<file path="src/rtl/alu_arbiter.sv">
// ---------------------------------------------------------------------------
// alu_arbiter
//
// Shares one external combinational ALU between NREQ requesters. A
// round-robin arbiter picks one valid requester per cycle and steers its
// operation onto the ALU. The ALU result, flags and requester index are
// captured in a one-entry response register. That register drains through a
// valid/ready response port. Draining and loading in the same cycle gives a
// throughput of one operation per cycle.
//
// Ports
//   clk_i, rst_ni            clock, asynchronous active-low reset
//   req_valid_i/ready_o      per-requester handshake (ready is one-hot or 0)
//   req_sel_i/op1_i/op2_i    per-requester payload, flattened, index 0 in LSBs
//   alu_sel_o/op1_o/op2_o    operands steered to the shared ALU
//   alu_res_i/zero_i/neg_i   ALU result and flags
//   resp_valid_o/ready_i     response handshake
//   resp_id_o/res_o/zero_o/neg_o  registered response contents
// ---------------------------------------------------------------------------
module alu_arbiter #(
    parameter int NREQ   = 4,
    parameter int DWIDTH = 8,
    parameter int IDW    = (NREQ > 1) ? $clog2(NREQ) : 1
) (
    input  logic                     clk_i,
    input  logic                     rst_ni,
    input  logic [NREQ-1:0]          req_valid_i,
    output logic [NREQ-1:0]          req_ready_o,
    input  logic [2*NREQ-1:0]        req_sel_i,
    input  logic [NREQ*DWIDTH-1:0]   req_op1_i,
    input  logic [NREQ*DWIDTH-1:0]   req_op2_i,
    output logic [1:0]               alu_sel_o,
    output logic [DWIDTH-1:0]        alu_op1_o,
    output logic [DWIDTH-1:0]        alu_op2_o,
    input  logic [DWIDTH-1:0]        alu_res_i,
    input  logic                     alu_zero_i,
    input  logic                     alu_neg_i,
    output logic                     resp_valid_o,
    input  logic                     resp_ready_i,
    output logic [IDW-1:0]           resp_id_o,
    output logic [DWIDTH-1:0]        resp_res_o,
    output logic                     resp_zero_o,
    output logic                     resp_neg_o
);

    typedef enum logic [0:0] {
        ST_EMPTY = 1'b0,
        ST_FULL  = 1'b1
    } state_e;

    state_e              state_r;
    state_e              state_nxt_s;
    logic [IDW-1:0]      rr_ptr_r;
    logic [IDW-1:0]      rr_ptr_nxt_s;
    logic [IDW-1:0]      gnt_idx_s;
    logic                gnt_any_s;
    logic                can_accept_s;
    logic                xfer_s;
    logic                resp_valid_s;
    int                  dist_s;
    int                  best_dist_s;

    logic [IDW-1:0]      resp_id_r;
    logic [DWIDTH-1:0]   resp_res_r;
    logic                resp_zero_r;
    logic                resp_neg_r;

    // The response slot can take a new result when it is empty or when it is
    // draining in this same cycle.
    assign can_accept_s = (state_r == ST_EMPTY) || resp_ready_i;
    assign xfer_s       = can_accept_s && gnt_any_s;

    // Round-robin search: pick the valid requester with the smallest
    // circular distance from rr_ptr_r.
    always_comb begin
        gnt_any_s   = |req_valid_i;
        gnt_idx_s   = '0;
        best_dist_s = NREQ;
        dist_s      = 32'sd0;
        for (int i = 0; i < NREQ; i++) begin
            dist_s = i - int'(rr_ptr_r);
            if (dist_s < 32'sd0) begin
                dist_s = dist_s + NREQ;
            end else begin
                dist_s = dist_s;
            end
            if (req_valid_i[i] && (dist_s < best_dist_s)) begin
                best_dist_s = dist_s;
                gnt_idx_s   = IDW'(i);
            end else begin
                best_dist_s = best_dist_s;
            end
        end
    end

    // Steer the granted payload to the ALU. The ALU sees ADD 0+0 when nothing
    // is requested. Ready goes only to the granted requester.
    always_comb begin
        alu_sel_o   = 2'b00;
        alu_op1_o   = '0;
        alu_op2_o   = '0;
        req_ready_o = '0;
        for (int i = 0; i < NREQ; i++) begin
            if (gnt_any_s && (gnt_idx_s == IDW'(i))) begin
                alu_sel_o      = req_sel_i[2*i +: 2];
                alu_op1_o      = req_op1_i[DWIDTH*i +: DWIDTH];
                alu_op2_o      = req_op2_i[DWIDTH*i +: DWIDTH];
                req_ready_o[i] = can_accept_s;
            end else begin
                req_ready_o[i] = 1'b0;
            end
        end
    end

    // The pointer moves past the granted requester only on an actual transfer.
    // A stalled requester therefore keeps its priority position.
    always_comb begin
        rr_ptr_nxt_s = rr_ptr_r;
        if (xfer_s) begin
            if (gnt_idx_s == IDW'(NREQ - 1)) begin
                rr_ptr_nxt_s = '0;
            end else begin
                rr_ptr_nxt_s = gnt_idx_s + IDW'(1);
            end
        end else begin
            rr_ptr_nxt_s = rr_ptr_r;
        end
    end

    // FSM state register and round-robin pointer.
    always_ff @(posedge clk_i or negedge rst_ni) begin
        if (!rst_ni) begin
            state_r  <= ST_EMPTY;
            rr_ptr_r <= '0;
        end else begin
            state_r  <= state_nxt_s;
            rr_ptr_r <= rr_ptr_nxt_s;
        end
    end

    // FSM next-state logic: a load always leaves the slot FULL; a drain
    // without a load empties it.
    always_comb begin
        state_nxt_s = state_r;
        case (state_r)
            ST_EMPTY: begin
                if (xfer_s) begin
                    state_nxt_s = ST_FULL;
                end else begin
                    state_nxt_s = ST_EMPTY;
                end
            end
            ST_FULL: begin
                if (xfer_s) begin
                    state_nxt_s = ST_FULL;
                end else if (resp_ready_i) begin
                    state_nxt_s = ST_EMPTY;
                end else begin
                    state_nxt_s = ST_FULL;
                end
            end
            default: begin
                state_nxt_s = ST_EMPTY;
            end
        endcase
    end

    // FSM output decode. This depends only on the state register, so
    // resp_valid_o has no combinational path from resp_ready_i.
    always_comb begin
        resp_valid_s = 1'b0;
        case (state_r)
            ST_EMPTY: resp_valid_s = 1'b0;
            ST_FULL:  resp_valid_s = 1'b1;
            default:  resp_valid_s = 1'b0;
        endcase
    end

    // Response data register. It loads on a transfer and otherwise holds,
    // including after a drain.
    always_ff @(posedge clk_i or negedge rst_ni) begin
        if (!rst_ni) begin
            resp_id_r   <= '0;
            resp_res_r  <= '0;
            resp_zero_r <= 1'b0;
            resp_neg_r  <= 1'b0;
        end else if (xfer_s) begin
            resp_id_r   <= gnt_idx_s;
            resp_res_r  <= alu_res_i;
            resp_zero_r <= alu_zero_i;
            resp_neg_r  <= alu_neg_i;
        end else begin
            resp_id_r   <= resp_id_r;
            resp_res_r  <= resp_res_r;
            resp_zero_r <= resp_zero_r;
            resp_neg_r  <= resp_neg_r;
        end
    end

    assign resp_valid_o = resp_valid_s;
    assign resp_id_o    = resp_id_r;
    assign resp_res_o   = resp_res_r;
    assign resp_zero_o  = resp_zero_r;
    assign resp_neg_o   = resp_neg_r;

endmodule

</file>
<file path="config.mk">
export PLATFORM = sky130hd
export DESIGN_NAME = alu_arbiter
export DESIGN_NICKNAME = d
export VERILOG_FILES = /design/src/rtl/alu_arbiter.sv
export SDC_FILE = /design/constraint.sdc
export NUM_CORES = 1
export LEC_CHECK = 0
export ABC_AREA = 1
export BUFFER_PORTS_ARGS = -buffer_cell sky130_fd_sc_hd__buf_4
export CELL_PAD_IN_SITES_DETAIL_PLACEMENT = 1
export CELL_PAD_IN_SITES_GLOBAL_PLACEMENT = 1
export CORE_MARGIN = 5
export CORE_UTILIZATION = 27
export DETAILED_ROUTE_END_ITERATION = 10
export PLACE_DENSITY_LB_ADDON = 0.15
export SYNTH_ARGS = -nofsm -noshare
export SYNTH_HDL_FRONTEND = slang
export SYNTH_SLANG_ARGS = --single-unit
</file>
<file path="constraint.sdc">
create_clock -name clk_i -period 5.6 [get_ports clk_i]
set_input_delay 1.12 -clock clk_i [delete_from_list [all_inputs] [get_ports clk_i]]
set_output_delay 1.12 -clock clk_i [all_outputs]
set_load 0.005 [all_outputs]
</file>
After elaboration in Yosys (flattened, before gate mapping)
Cells that the tools add are included.

Register bits: 15. Input bits: 89.

Add/sub/neg operators: 9. $lt $le $gt $ge: 8. Equal/unequal tests: 3. Muxes and demuxes: 32. Bitwise operators: 1. Reductions and logical operators: 12.

Operators with widths (count): 2-to-1 mux 32 bit (7); less-than comparator 32 bit (3); 2-to-1 mux 8 bit (8); less-than comparator 32 x 4 -> 1 bit, second input constant (1); adder 3 x 4 -> 5 bit, second input constant (4); 2-to-1 mux 2 bit (7); less-than comparator 3 x 1 -> 1 bit, second input constant (4); logical AND 1 bit (9); 2-to-1 mux 1 bit (8); subtractor 1 x 2 -> 3 bit, first input constant (2); subtractor 2 x 2 -> 3 bit, first input constant (2); equality test 2 bit, second input constant (2); one-hot mux 1 bit (2 select lines) (2); OR reduction 4 bit (1); adder 2 x 1 -> 2 bit, second input constant (1); equality test 2 x 1 -> 1 bit, second input constant (1); zero test 2 bit (1); logical OR 1 bit (1); NOT 1 bit (1).

Longest topological paths before layout
Word-level depth: 21. Mapped depth: 26. Depth with buffers taken out: 24.

Least setup slack after synthesis
OpenSTA, ideal clock, no wires.

Path kind: input -> output. Start point: input port req_valid_i[0]. End point: output port alu_op1_o[6]. Arrival time: 3.655 ns. Data required time: 4.480 ns. Setup slack: 0.825 ns. Stages: 26. Buffers on the path: 2. Cells stage by stage: nor2_2 > inv_2 > o211ai_1 > ha_1 > inv_1 > nor2_1 > nand2_2 > nand3_4 > nand2_1 > o21ai_0 > ha_1 > inv_1 > nor2_1 > nand2_2 > nand3_4 > buf_8 > nand2_1 > ha_1 > inv_1 > nor2_4 > inv_2 > buf_6 > nand2_1 > clkinv_1 > nand2_1 > nand2_1.

Cells in the longest elaborated chain, start to end: 17. Elaborated cells between the ends (all ways): 26. Classes of those cells: order compare: 3; eq/ne: 3; mux: 10; reduce/logical: 10.

RTL lines: start: declaration (RTL line 27) `input logic [NREQ-1:0] req_valid_i,`; logical AND 1 bit (RTL line 87) `if (req_valid_i[i] && (dist_s < best_dist_s)) begin`; 2-to-1 mux 32 bit (RTL line 87); less-than comparator 32 bit (RTL line 87); logical AND 1 bit (RTL line 87); 2-to-1 mux 32 bit (RTL line 87); less-than comparator 32 bit (RTL line 87); logical AND 1 bit (RTL line 87); 2-to-1 mux 32 bit (RTL line 87); less-than comparator 32 bit (RTL line 87); logical AND 1 bit (RTL line 87); 2-to-1 mux 2 bit (RTL line 87); zero test 2 bit (RTL line 104) `if (gnt_any_s && (gnt_idx_s == IDW'(i))) begin`; logical AND 1 bit (RTL line 104); 2-to-1 mux 8 bit (3 in a row) (RTL line 104); 2-to-1 mux 8 bit * (RTL line 104); end: declaration (RTL line 33) `output logic [DWIDTH-1:0] alu_op1_o,`.

Every way passes the cells marked *; elsewhere a longest branch is shown, timed or not.

Worst setup path after layout
Start point: input port req_valid_i[0]. End point: output port alu_op2_o[6].

Cells in the longest elaborated chain, start to end: 17. Elaborated cells between the ends (all ways): 26. Classes of those cells: order compare: 3; eq/ne: 3; mux: 10; reduce/logical: 10.

RTL lines: logical AND 1 bit (RTL line 87); 2-to-1 mux 32 bit (RTL line 87); less-than comparator 32 bit (RTL line 87); logical AND 1 bit (RTL line 87); 2-to-1 mux 32 bit (RTL line 87); less-than comparator 32 bit (RTL line 87); logical AND 1 bit (RTL line 87); 2-to-1 mux 32 bit (RTL line 87); less-than comparator 32 bit (RTL line 87); logical AND 1 bit (RTL line 87); 2-to-1 mux 2 bit (RTL line 87); zero test 2 bit (RTL line 104); logical AND 1 bit (RTL line 104); 2-to-1 mux 8 bit (3 in a row) (RTL line 104); 2-to-1 mux 8 bit * (RTL line 104); end: declaration (RTL line 34) `output logic [DWIDTH-1:0] alu_op2_o,`.

Marks and branches as above.

==> flow_metrics.env <==
export IMPL_status="complete, no violations"
export IMPL_netlist_top_cells_count="nand2_1, inv_1, nand3_1, nor2_1, nand3_2"
export IMPL_ys_async_sr_fraction_pct=100.0
export IMPL_fmax_mhz=191.6
export IMPL_power_internal_uw=759.5
export IMPL_start_util_pct=28.11
export IMPL_drc=0
export IMPL_finalSetupViolCount=0
export IMPL_regArea_sq_um=375.4
export IMPL_whs_endpoint="resp_zero_o$_DFFE_PN0P_"
export IMPL_worstPathRequired_ps=4480
export IMPL_std_cell_rows=30
export IMPL_synth_fa_ha_area_share_pct=2.592
export IMPL_diodes=0
export IMPL_place_area_sq_mm=0.002877
export IMPL_multi_input_area_sq_mm=0.001192
export IMPL_holdPathStages=2
export IMPL_muxShareOfSynthArea_pct=0
export IMPL_finalSetupTns_ps=0
export IMPL_start_kind="primary input"
export IMPL_power_density_mw_per_mm2=543.2
export IMPL_areaGrowthSynthToFinish_pct=52.56
export IMPL_top_level_ports=124
export IMPL_path_class="primary input to primary output"
export IMPL_p_total_mw=1.600
export IMPL_numCtsBuffers=3
export IMPL_vias_per_cell=4.381
export IMPL_cts_buffer_depth=2
export IMPL_grt_pass1_wl_microns=11970
export IMPL_ff2ff_path_depth=19
export IMPL_ant_nets=0
export IMPL_preCtsSetupSlack_ps=83.83
export IMPL_worstReg2RegEnd="rr_ptr_r[1]$_DFFE_PN0P_"
export IMPL_htreeDepth=1
export IMPL_synthSimpleGateAreaFrac_pct=55.67
export IMPL_layout_worst_path_cycle_share_pct=93.22
export IMPL_cts_root_buffer="clkbuf_8"
export IMPL_grt_max_degree=39
export IMPL_cpMostUsedCell="nand2_1"
export IMPL_synth_edff_count=0
export IMPL_gp_congestion=0.8262
export IMPL_slew_headroom_pct=34.59
export IMPL_clockPowerShare_pct=5.7
export IMPL_gr_usage_all_layers_pct=16.43
export IMPL_ys_warn_count=0
export IMPL_r2r_setup_slack_ps=2660
export IMPL_worstSkewPairLatency_ps=250
export IMPL_die_w_microns=94.56
export IMPL_final_core_util_pct=42.88
export IMPL_synth_flop_cell="dfrtp_1"
export IMPL_grt_pass1_vias=2508
export IMPL_ir_worst_vdd_uv=205.3
export IMPL_seq_area_frac_synth_pct=19.44
export IMPL_synth_xor_xnor_area_share_pct=0.4537
export IMPL_layout_setup_ws_ps=379.7
export IMPL_tritoncts="yes"
export IMPL_min_period_ps=5220
export IMPL_ys_ff_latch=15
export IMPL_yosys_top_cells_area="nand2_1, dfrtp_1, inv_1"
export IMPL_reg2reg_from="rr_ptr_r[0]$_DFFE_PN0P_"
export IMPL_hp_class="register to register"
export IMPL_syn_instance_count=341
export IMPL_synth_compound_area_share_pct=2.787
export IMPL_die_area_sq_mm=0.008942
export IMPL_power_share_sequential_pct=9.4
export IMPL_die_h_microns=94.56
export IMPL_fin_area_sq_mm=0.002945
export IMPL_drt_initial_drc_count=54
export IMPL_synth_top_area_share_pct=26.44
export IMPL_hold_violations=0
export IMPL_synth_top_family_by_area="simple AND/OR/NAND/NOR gates"
export IMPL_fill_cells=969
export IMPL_drive_gt1_share_pct=35.59
export IMPL_worst_pin_slew_ps=977.5
export IMPL_cp_end_kind="primary output"
export IMPL_pwr_share_comb_pct=85.0
export IMPL_path_cells="buf_4, nor2_2, inv_2, o211ai_1, ha_1, inv_1, nor2_1, nand2_2, nand3_4, nand2_1, o21ai_0, ha_1, inv_1, nor2_1, nand2_2, nand3_4, buf_4, nand2_4, nand2_1, nand3_1, nand2_1, nand2_1, buf_4"
export IMPL_slew_violations=0
export IMPL_synth_net_count=434
export IMPL_num_vias=2427
export IMPL_syn_area_sq_mm=0.001931
export IMPL_hold_buffers=0
export IMPL_synth_largest_area_cell="nand2_1"
export IMPL_antenna_found_initial=0
export IMPL_numPortBuffers=123
export IMPL_crit_fanout=38
export IMPL_skew_ps=4.746
export IMPL_p_sw_share_pct=52.53
export IMPL_p_sw_uw=840.3
export IMPL_cts_clk_slew_worst_paths_ps=70
export IMPL_grt_remaining_overflow=0
export IMPL_min_from="resp_zero_o$_DFFE_PN0P_"
export IMPL_syn_area_per_cell_sq_um=5.662
export IMPL_core_area_sq_mm=0.006869
export IMPL_critPathArrivalTime_ps=4100
export IMPL_routedWlPerCell_microns=13.16
export IMPL_cpMaxStageDelayCell="buf_4"
export IMPL_maxCapViolations=0
export IMPL_p_leak_nw=1.814
export IMPL_rsz0062_at_grt="no"
export IMPL_ys_types=25
export IMPL_synth_most_common_cell="nand2_1"
export IMPL_clock_sinks=15
export IMPL_slowest_delay_ps=440
export IMPL_wl_microns=7289
export IMPL_dr_pass1_iters=4
export IMPL_dpl_hpwl_microns=5899
export IMPL_fin_nets=552
==> layout make-up <==
| class | instances | share of cell area [%] |
|---|---|---|
| clock buffers | 3 | 1.402 |
| clock inverters | 1 | 0.2549 |
| inverters | 70 | 8.921 |
| multi-input cells | 243 | 40.48 |
| flip-flops and latches | 15 | 12.74 |
| well taps | 96 | 4.078 |
| repair buffers | 126 | 32.12 |
==> flip-flops by register name, summed over array words and instances, names as in the netlist <==
signal and cells:
resp_neg_o 1, resp_zero_o 1, resp_res_o 8, rr_ptr_r 2
resp_id_o 2, state_r 1
==> cell usage in the layout (no fill, tap or decap) <==
cell / synthesis / layout
nand2_1: 136 / 136
buf_4: 4 / 126
inv_1: 63 / 63
nand3_1: 38 / 38
nor2_1: 28 / 28
nand3_2: 18 / 18
dfrtp_1: 15 / 15
inv_2: 5 / 5
o21ai_0: 4 / 4
ha_1: 4 / 4
nand2_2: 4 / 3
clkbuf_8: 0 / 3
nand3_4: 2 / 2
a21oi_1: 2 / 2
nand2_4: 1 / 2
clkinv_1: 2 / 2
xnor2_1: 1 / 1
nor2_2: 1 / 1
o211ai_1: 1 / 1
o21ai_2: 1 / 1
nor2_4: 1 / 1
o21a_1: 1 / 1
clkinvlp_4: 0 / 1
==> how the worst max path moves through the flow <==
stage | endpoint | cells after the start | startpoint | slack (ps)
floorplan | alu_op1_o[6] | 26 | req_valid_i[0] | 830
global placement | alu_sel_o[0] | 26 | req_valid_i[0] | 260
detailed placement | alu_sel_o[0] | 26 | req_valid_i[0] | 80
CTS | alu_sel_o[0] | 26 | req_valid_i[0] | 80
global route | alu_op1_o[2] | 26 | req_valid_i[0] | 30
finish | alu_op2_o[6] | 23 | req_valid_i[0] | 380
==> worst max-delay path, delay by kind of cell <==
kind,cells,cell delay [ps]
AND/OR/NAND/NOR,13,1320
buffers and inverters,6,860
adder cells (fa/ha/maj),2,560
AO/OA/AOI/OAI,2,200
==> repair_timing <==
item | CTS | global route
buffers inserted | 0 | 2
resized for setup | 0 | 1
setup endpoints to repair | 0 | 18
==> metal layers <==
metal	GRT usage [%]	share of wire [%]	up-vias
li1	-	-	1251
met1	19.44	42	1096
met4	1.082	0.26	0
met5	0	0	-
met2	30.67	50	78
met3	4.622	7.7	2
==> power groups by stage <==
stage	Clock, mW	Combinational, mW	Sequential [mW]
floorplan	0	0.884	0.149
global placement	0	1.35	0.150
detailed placement	0	1.37	0.151
CTS	0.0939	1.38	0.149
global route	0.0999	1.56	0.153
finish	0.0909	1.36	0.150
==> logic make-up after synthesis <==
group / after synthesis
AND/OR/NAND/NOR: 229
buffers and inverters: 83
flip-flops: 15
AO/OA/AOI/OAI: 9
adder cells (fa/ha/maj): 4
XOR/XNOR: 1
==> through the flow <==
step,instances,hold WS (ps)
6_report,554,473.9
5_1_grt,554,495.3
4_1_cts,552,477.0
3_5_place_dp,548,459.3
3_3_place_gp,548,456.1
2_1_floorplan,341,465.4
(Power assumes the default switching activity.)
